===== src/rtl/i2c_eeprom_master_if.sv =====
// Command/status bundle between the register block and the I2C engine,
// plus the open-drain SCL/SDA controls that go to the top-level pad.
interface i2c_eeprom_master_if;
    logic       start;
    logic       cmd_rw;
    logic [6:0] dev_addr;
    logic [7:0] word_addr;
    logic [7:0] wr_data;
    logic       busy;
    logic       done;
    logic       ack_err;
    logic [7:0] rd_data;
    logic       scl_o;
    logic       sda_oe;
    logic       sda_i;

    // Register block / pad side: issues commands and returns the SDA pad level
    modport master (
        output start, cmd_rw, dev_addr, word_addr, wr_data, sda_i,
        input  busy, done, ack_err, rd_data, scl_o, sda_oe
    );

    // Engine side: consumes commands, reports status, drives the lines
    modport slave (
        input  start, cmd_rw, dev_addr, word_addr, wr_data, sda_i,
        output busy, done, ack_err, rd_data, scl_o, sda_oe
    );
endinterface


===== src/rtl/i2c_eeprom_master.sv =====
// Byte-level I2C master for AT24C02-class EEPROMs: runs one byte-write or
// random-read transaction per accepted start, built from quarter-phase ticks.
module i2c_eeprom_master #(
    parameter int HZ_COUNTER = 120
) (
    input  logic               clk,
    input  logic               rst,
    i2c_eeprom_master_if.slave bus
);
    localparam int CW = $clog2(HZ_COUNTER);
    localparam logic [CW-1:0] TICK_LAST = CW'(HZ_COUNTER - 1);

    typedef enum logic [3:0] {
        IDLE, START, TX_BYTE, RX_ACK, RESTART, RX_BYTE, TX_NACK, STOP, DONE
    } state_t;

    state_t        state_q, state_d;
    logic [CW-1:0] cnt_q, cnt_d;
    logic [1:0]    phase_q, phase_d;
    logic [2:0]    bit_q, bit_d;
    logic [1:0]    byte_q, byte_d;
    logic [7:0]    tx_sr_q, tx_sr_d;
    logic [7:0]    rx_sr_q, rx_sr_d;
    logic          cmd_rw_q, cmd_rw_d;
    logic [6:0]    dev_addr_q, dev_addr_d;
    logic [7:0]    word_addr_q, word_addr_d;
    logic [7:0]    wr_data_q, wr_data_d;
    logic          ack_err_q, ack_err_d;
    logic [7:0]    rd_data_q, rd_data_d;
    logic          scl_q, scl_d;
    logic          sda_oe_q, sda_oe_d;
    logic          tick;
    logic          unit_end;
    logic          sample;

    // Line levels {scl, sda_oe} for a given position inside a 4-phase unit
    function automatic logic [1:0] line_levels(state_t st, logic [1:0] ph, logic tx_bit);
        logic scl_hi;
        scl_hi = (ph == 2'd1) || (ph == 2'd2);
        case (st)
            START, RESTART: line_levels = (ph == 2'd0) ? 2'b10 : (ph == 2'd3) ? 2'b01 : 2'b11;
            TX_BYTE:        line_levels = {scl_hi, ~tx_bit};
            RX_ACK, RX_BYTE, TX_NACK: line_levels = {scl_hi, 1'b0};
            STOP:           line_levels = (ph == 2'd0) ? 2'b01 : (ph == 2'd3) ? 2'b10 : 2'b11;
            default:        line_levels = 2'b10;
        endcase
    endfunction

    assign tick     = (cnt_q == TICK_LAST);
    assign unit_end = tick && (phase_q == 2'd3);
    assign sample   = tick && (phase_q == 2'd2);

    // Next-state: quarter-phase timing, bit/byte sequencing and status updates
    always_comb begin
        state_d     = state_q;
        cnt_d       = cnt_q;
        phase_d     = phase_q;
        bit_d       = bit_q;
        byte_d      = byte_q;
        tx_sr_d     = tx_sr_q;
        rx_sr_d     = rx_sr_q;
        cmd_rw_d    = cmd_rw_q;
        dev_addr_d  = dev_addr_q;
        word_addr_d = word_addr_q;
        wr_data_d   = wr_data_q;
        ack_err_d   = ack_err_q;
        rd_data_d   = rd_data_q;

        if ((state_q == IDLE) || (state_q == DONE)) begin
            cnt_d   = '0;
            phase_d = 2'd0;
        end else begin
            cnt_d = tick ? '0 : cnt_q + CW'(1);
            if (tick) phase_d = phase_q + 2'd1;
        end

        case (state_q)
            IDLE, DONE: begin
                state_d = IDLE;
                if (bus.start) begin
                    cmd_rw_d    = bus.cmd_rw;
                    dev_addr_d  = bus.dev_addr;
                    word_addr_d = bus.word_addr;
                    wr_data_d   = bus.wr_data;
                    ack_err_d   = 1'b0;
                    state_d     = START;
                end
            end
            START: if (unit_end) begin
                state_d = TX_BYTE;
                tx_sr_d = {dev_addr_q, 1'b0};
                bit_d   = 3'd0;
                byte_d  = 2'd0;
            end
            RESTART: if (unit_end) begin
                state_d = TX_BYTE;
                tx_sr_d = {dev_addr_q, 1'b1};
                bit_d   = 3'd0;
                byte_d  = 2'd2;
            end
            TX_BYTE: if (unit_end) begin
                if (bit_q == 3'd7) begin
                    state_d = RX_ACK;
                end else begin
                    bit_d   = bit_q + 3'd1;
                    tx_sr_d = {tx_sr_q[6:0], 1'b0};
                end
            end
            RX_ACK: begin
                if (sample && bus.sda_i) ack_err_d = 1'b1;
                if (unit_end) begin
                    bit_d = 3'd0;
                    if (ack_err_q) begin
                        state_d = STOP;
                    end else if (byte_q == 2'd0) begin
                        state_d = TX_BYTE;
                        tx_sr_d = word_addr_q;
                        byte_d  = 2'd1;
                    end else if (byte_q == 2'd1) begin
                        if (cmd_rw_q) begin
                            state_d = RESTART;
                        end else begin
                            state_d = TX_BYTE;
                            tx_sr_d = wr_data_q;
                            byte_d  = 2'd2;
                        end
                    end else begin
                        state_d = cmd_rw_q ? RX_BYTE : STOP;
                    end
                end
            end
            RX_BYTE: begin
                if (sample) rx_sr_d = {rx_sr_q[6:0], bus.sda_i};
                if (unit_end) begin
                    if (bit_q == 3'd7) state_d = TX_NACK;
                    else               bit_d   = bit_q + 3'd1;
                end
            end
            TX_NACK: if (unit_end) state_d = STOP;
            STOP: if (unit_end) begin
                state_d = DONE;
                if (cmd_rw_q && !ack_err_q) rd_data_d = rx_sr_q;
            end
            default: state_d = IDLE;
        endcase

        {scl_d, sda_oe_d} = line_levels(state_d, phase_d, tx_sr_d[7]);
    end

    // State and line registers; reset releases both lines immediately
    always_ff @(posedge clk) begin
        if (rst) begin
            state_q     <= IDLE;
            cnt_q       <= '0;
            phase_q     <= 2'd0;
            bit_q       <= 3'd0;
            byte_q      <= 2'd0;
            tx_sr_q     <= 8'h00;
            rx_sr_q     <= 8'h00;
            cmd_rw_q    <= 1'b0;
            dev_addr_q  <= 7'h00;
            word_addr_q <= 8'h00;
            wr_data_q   <= 8'h00;
            ack_err_q   <= 1'b0;
            rd_data_q   <= 8'h00;
            scl_q       <= 1'b1;
            sda_oe_q    <= 1'b0;
        end else begin
            state_q     <= state_d;
            cnt_q       <= cnt_d;
            phase_q     <= phase_d;
            bit_q       <= bit_d;
            byte_q      <= byte_d;
            tx_sr_q     <= tx_sr_d;
            rx_sr_q     <= rx_sr_d;
            cmd_rw_q    <= cmd_rw_d;
            dev_addr_q  <= dev_addr_d;
            word_addr_q <= word_addr_d;
            wr_data_q   <= wr_data_d;
            ack_err_q   <= ack_err_d;
            rd_data_q   <= rd_data_d;
            scl_q       <= scl_d;
            sda_oe_q    <= sda_oe_d;
        end
    end

    assign bus.busy    = (state_q != IDLE) && (state_q != DONE);
    assign bus.done    = (state_q == DONE);
    assign bus.ack_err = ack_err_q;
    assign bus.rd_data = rd_data_q;
    assign bus.scl_o   = scl_q;
    assign bus.sda_oe  = sda_oe_q;
endmodule

===== src/flat_wrapper.sv =====
// flat-port wrapper written by rule: the top's interface ports become plain ports
module i2c_eeprom_master_flat 
#(
    parameter int HZ_COUNTER = 120
)
  (clk, rst, bus_start, bus_cmd_rw, bus_dev_addr, bus_word_addr, bus_wr_data, bus_sda_i, bus_busy, bus_done, bus_ack_err, bus_rd_data, bus_scl_o, bus_sda_oe);
  i2c_eeprom_master_if bus_i ();
  input  logic clk;
  input  logic rst;
  input wire logic [$bits(bus_i.start)-1:0] bus_start;
  input wire logic [$bits(bus_i.cmd_rw)-1:0] bus_cmd_rw;
  input wire logic [$bits(bus_i.dev_addr)-1:0] bus_dev_addr;
  input wire logic [$bits(bus_i.word_addr)-1:0] bus_word_addr;
  input wire logic [$bits(bus_i.wr_data)-1:0] bus_wr_data;
  input wire logic [$bits(bus_i.sda_i)-1:0] bus_sda_i;
  output wire logic [$bits(bus_i.busy)-1:0] bus_busy;
  output wire logic [$bits(bus_i.done)-1:0] bus_done;
  output wire logic [$bits(bus_i.ack_err)-1:0] bus_ack_err;
  output wire logic [$bits(bus_i.rd_data)-1:0] bus_rd_data;
  output wire logic [$bits(bus_i.scl_o)-1:0] bus_scl_o;
  output wire logic [$bits(bus_i.sda_oe)-1:0] bus_sda_oe;
  assign bus_i.start = bus_start;
  assign bus_i.cmd_rw = bus_cmd_rw;
  assign bus_i.dev_addr = bus_dev_addr;
  assign bus_i.word_addr = bus_word_addr;
  assign bus_i.wr_data = bus_wr_data;
  assign bus_i.sda_i = bus_sda_i;
  assign bus_busy = bus_i.busy;
  assign bus_done = bus_i.done;
  assign bus_ack_err = bus_i.ack_err;
  assign bus_rd_data = bus_i.rd_data;
  assign bus_scl_o = bus_i.scl_o;
  assign bus_sda_oe = bus_i.sda_oe;
  i2c_eeprom_master #(.HZ_COUNTER(HZ_COUNTER)) u_core (.clk(clk), .rst(rst), .bus(bus_i));
endmodule

===== config.mk =====
export PLATFORM = sky130hd
export DESIGN_NAME = i2c_eeprom_master_flat
export DESIGN_NICKNAME = d
export VERILOG_FILES = /design/src/rtl/i2c_eeprom_master_if.sv /design/src/rtl/i2c_eeprom_master.sv /design/src/flat_wrapper.sv
export SDC_FILE = /design/constraint.sdc
export NUM_CORES = 1
export LEC_CHECK = 0
export ABC_CLOCK_PERIOD_IN_PS = 7150
export BUFFER_PORTS_ARGS = -buffer_cell sky130_fd_sc_hd__buf_4
export CAP_MARGIN = 20
export CORE_MARGIN = 8
export CORE_UTILIZATION = 30
export CTS_BUF_LIST = sky130_fd_sc_hd__clkbuf_4 sky130_fd_sc_hd__clkbuf_8 sky130_fd_sc_hd__clkbuf_16
export CTS_CLUSTER_DIAMETER = 80
export DETAILED_ROUTE_END_ITERATION = 12
export SETUP_SLACK_MARGIN = 0.1
export SLEW_MARGIN = 20
export SYNTH_ARGS = -nofsm -noshare
export SYNTH_HDL_FRONTEND = slang
export SYNTH_SLANG_ARGS = --single-unit

===== constraint.sdc =====
create_clock -name clk -period 7.15 [get_ports clk]
set_input_delay 1.43 -clock clk [delete_from_list [all_inputs] [get_ports clk]]
set_output_delay 1.43 -clock clk [all_outputs]
set_load 0.03 [all_outputs]

==> impl_metrics.env <==
export IMPL_hold_viol=0
export IMPL_io_pins=41
export IMPL_ff2ff_setup_slack_ns=4.55
export IMPL_rsz0062_at_grt="no"
export IMPL_worstPathCellList="nor3_1 > inv_1 > nor2_1 > buf_4"
export IMPL_ys_types=62
export IMPL_min_period_over_period_pct=48.2
export IMPL_tightest_slew_ns=0.891
export IMPL_reg2regPathDepth=10
export IMPL_endpoint_kind="output port"
export IMPL_drive_above_1_share_pct=17.0
export IMPL_synth_area_mm2=0.00332
export IMPL_clock_sinks=69
export IMPL_n_antenna_cell=0
export IMPL_critical_path_class="register to output port"
export IMPL_fin_skew_ns=0.0166
export IMPL_finalMaxSlewViolations=0
export IMPL_clk_pin_slew_ns=0.08
export IMPL_crit_cells=4
export IMPL_cpMaxStageDelayCell="nor3_1"
export IMPL_clk_latency_ns=0.34
export IMPL_timing_critical_path_from="u_core.state_q[1]$_SDFF_PP0_"
export IMPL_seq_area_frac_synth_pct=41.6
export IMPL_endpoint="bus_done"
export IMPL_yosys_most_used_dff="dfxtp_1"
export IMPL_hpwlAfterDp_um=5530
export IMPL_antenna_found_initial=0
export IMPL_route_detailed_drc=0
export IMPL_drt_first_iter_violations=173
export IMPL_power_density_mw_per_mm2=208
export IMPL_crit_buf_inv=2
export IMPL_status="complete, no violations"
export IMPL_cpLargestDelayFamily="simple AND/OR/NAND/NOR gates"
export IMPL_cp_data_required_time_ns=5.72
export IMPL_start_util_pct=30.7
export IMPL_maxCapViolations=0
export IMPL_crit_path_start_kind="register"
export IMPL_ant_nets=0
export IMPL_peakVddDrop_mv=0.0845
export IMPL_clockBufferDepth=2
export IMPL_placeableCoreArea_mm2=0.0108
export IMPL_min_path_type="register to register"
export IMPL_layout_min_cycle_time_ns=3.45
export IMPL_clock_root_buffer="clkbuf_8"
export IMPL_cts_buffers=9
export IMPL_cts_hold_buf=0
export IMPL_fp_dieW_um=121
export IMPL_regToRegEndpoint="u_core.bus.scl_o$_SDFF_PP1_"
export IMPL_dieArea_mm2=0.0147
export IMPL_grt_pass1_vias=2827
export IMPL_viasPerCell=4.98
export IMPL_synth_avg_cell_area_um2=8.44
export IMPL_grt_overflow_total=0
export IMPL_vias=2833
export IMPL_ys_warn_count=0
export IMPL_worstHoldPathCells=1
export IMPL_mappedNetlistNets=429
export IMPL_port_buffers=40
export IMPL_placed_cells=553
export IMPL_cts_setup_buffers=0
export IMPL_syn2layout_area_growth_pct=18.1
export IMPL_grt_max_degree=65
export IMPL_rows=38
export IMPL_synth_edf_count=0
export IMPL_first_pass_iters=4
export IMPL_fin_nets=459
export IMPL_grt_usage_pct=11.4
export IMPL_htree_num_levels=3
export IMPL_final_cell_count_no_fill=569
export IMPL_crit_arrival_ns=2.02
export IMPL_ys_ff_latch=69
export IMPL_slowest_delay_ns=0.68
export IMPL_cts_resized=0
export IMPL_async_reset_ff_share_pct=0
export IMPL_grt_pass1_wl_um=13800
export IMPL_min_from="u_core.cnt_q[0]$_SDFF_PP0_"
export IMPL_power_w=0.000818
export IMPL_worst_path_max_fanout=17
export IMPL_drt_wirelength_per_cell_um=13.9
export IMPL_p_leak_nw=1.50
export IMPL_place_congestion=0.839
export IMPL_maxSlewHeadroom_pct=40.5
export IMPL_fmaxAchievable_ghz=0.290
export IMPL_fin_tns_setup_ns=0
export IMPL_die_y_um=121
export IMPL_wl_um=7930
export IMPL_syn_inst=394
export IMPL_setup_violations=0
export IMPL_cts_tree="yes"
export IMPL_r2r_start="u_core.cnt_q[0]$_SDFF_PP0_"
## worst register-to-register path, cell delays in order, from the launching register on
cell and delay [ns]:
dfxtp_1 0.35, ha_1 0.28, nand4_4 0.22, nor3b_2 0.45, xnor2_1 0.12, or2_1 0.26
inv_1 0.07, ha_1 0.17, o21ai_0 0.09, a31o_1 0.24, a211o_1 0.26
## registers in the layout, indices dropped and copies added (netlist names), 4 cells and up
register,cells
u_core.bus.rd_data,8
u_core.state_q,4
u_core.rx_sr_q,8
u_core.cnt_q,7
u_core.word_addr_q,8
u_core.tx_sr_q,8
u_core.wr_data_q,8
u_core.dev_addr_q,7
## cell type report
class / instances / area, µm²
Multi-Input combinational cell: 294 / 1800
Timing Repair Buffer: 41 / 308
Clock buffer: 11 / 145
Clock inverter: 5 / 82.6
Inverter: 9 / 33.8
Sequential cell: 69 / 1380
Fill cell: 1172 / 6910
Tap cell: 140 / 175
## stage by stage
stage / setup WS, ns / hold slack [ns] / cell area (µm²) / util [%]
2_1_floorplan: 4.10 / 0.418 / 3320 / -
3_3_place_gp: 4.21 / 0.431 / 3700 / 34.1
3_5_place_dp: 4.18 / 0.440 / 3700 / 34.1
4_1_cts: 3.73 / 0.450 / 3930 / 36.2
5_1_grt: 3.52 / 0.470 / 3930 / 36.2
6_report: 3.70 / 0.448 / 3930 / 36.2
## synth_stat cells, types with 2 or more instances
master    count  area (µm²)
a211o_1       2        17.5
a211oi_2      3        37.5
a21o_1        2        15.0
a21oi_1      44         220
a221oi_1      6        52.6
a31oi_1       3        18.8
a32o_1        2        20.0
and2_1        2        12.5
buf_2         5        25.0
buf_6         2        22.5
clkbuf_1     13        48.8
dfxtp_1      69        1380
ha_1          7        87.6
inv_1         9        33.8
mux2i_1      18         180
nand2_1      68         255
nand2b_1      9        56.3
nand3_1       4        20.0
nand3b_1      9        67.6
nand4_1       3        18.8
nor2_1       46         173
nor2b_1       4        25.0
nor3_1        7        35.0
nor4_4        2        42.5
nor4b_1       3        26.3
o211ai_1      3        22.5
o21ai_0       5        25.0
o221ai_1      2        17.5
o22ai_1       2        12.5
o31ai_1       3        22.5
xnor2_1       4        35.0
xor2_1        3        26.3
## power breakdown
| group | internal (W) | switching [W] | total [W] |
|---|---|---|---|
| Sequential | 0.000394 | 0.00000748 | 0.000402 |
| Clock | 0.000211 | 0.000150 | 0.000361 |
| Combinational | 0.0000230 | 0.0000319 | 0.0000549 |
## layer usage
metal,vias up,global-route usage [%],wire (µm)
met2,84,17.4,3470
met5,-,0,0
met1,1299,14.8,3810
li1,1440,-,-
met4,0,3.78,90
met3,10,3.68,557
## cell families after synthesis
kind of cell / synth area share, %
AND/OR/NAND/NOR: 27.5
AO/OA/AOI/OAI: 16.8
flip-flops: 41.6
buffers and inverters: 4.25
multiplexers: 5.42
XOR/XNOR: 1.84
adder cells (fa/ha/maj): 2.63
## how the worst min path moves through the flow
stage                                            end  slack (ns)
after floorplan           u_core.cnt_q[0]$_SDFF_PP0_        0.42
after global placement    u_core.cnt_q[0]$_SDFF_PP0_        0.43
after detailed placement  u_core.cnt_q[0]$_SDFF_PP0_        0.44
after CTS                 u_core.cnt_q[0]$_SDFF_PP0_        0.45
after global routing      u_core.cnt_q[0]$_SDFF_PP0_        0.47
final                     u_core.cnt_q[0]$_SDFF_PP0_        0.45
## layout by cell type, fill, tap and decap left out, types with 9 or more instances in the layout
master	n
nand2_1	68
a21oi_1	44
dfxtp_1	69
nand2b_1	9
mux2i_1	18
nand3b_1	9
buf_4	41
clkbuf_8	10
nor2_1	46
inv_1	9
Power figures use the tool's default switching activity.
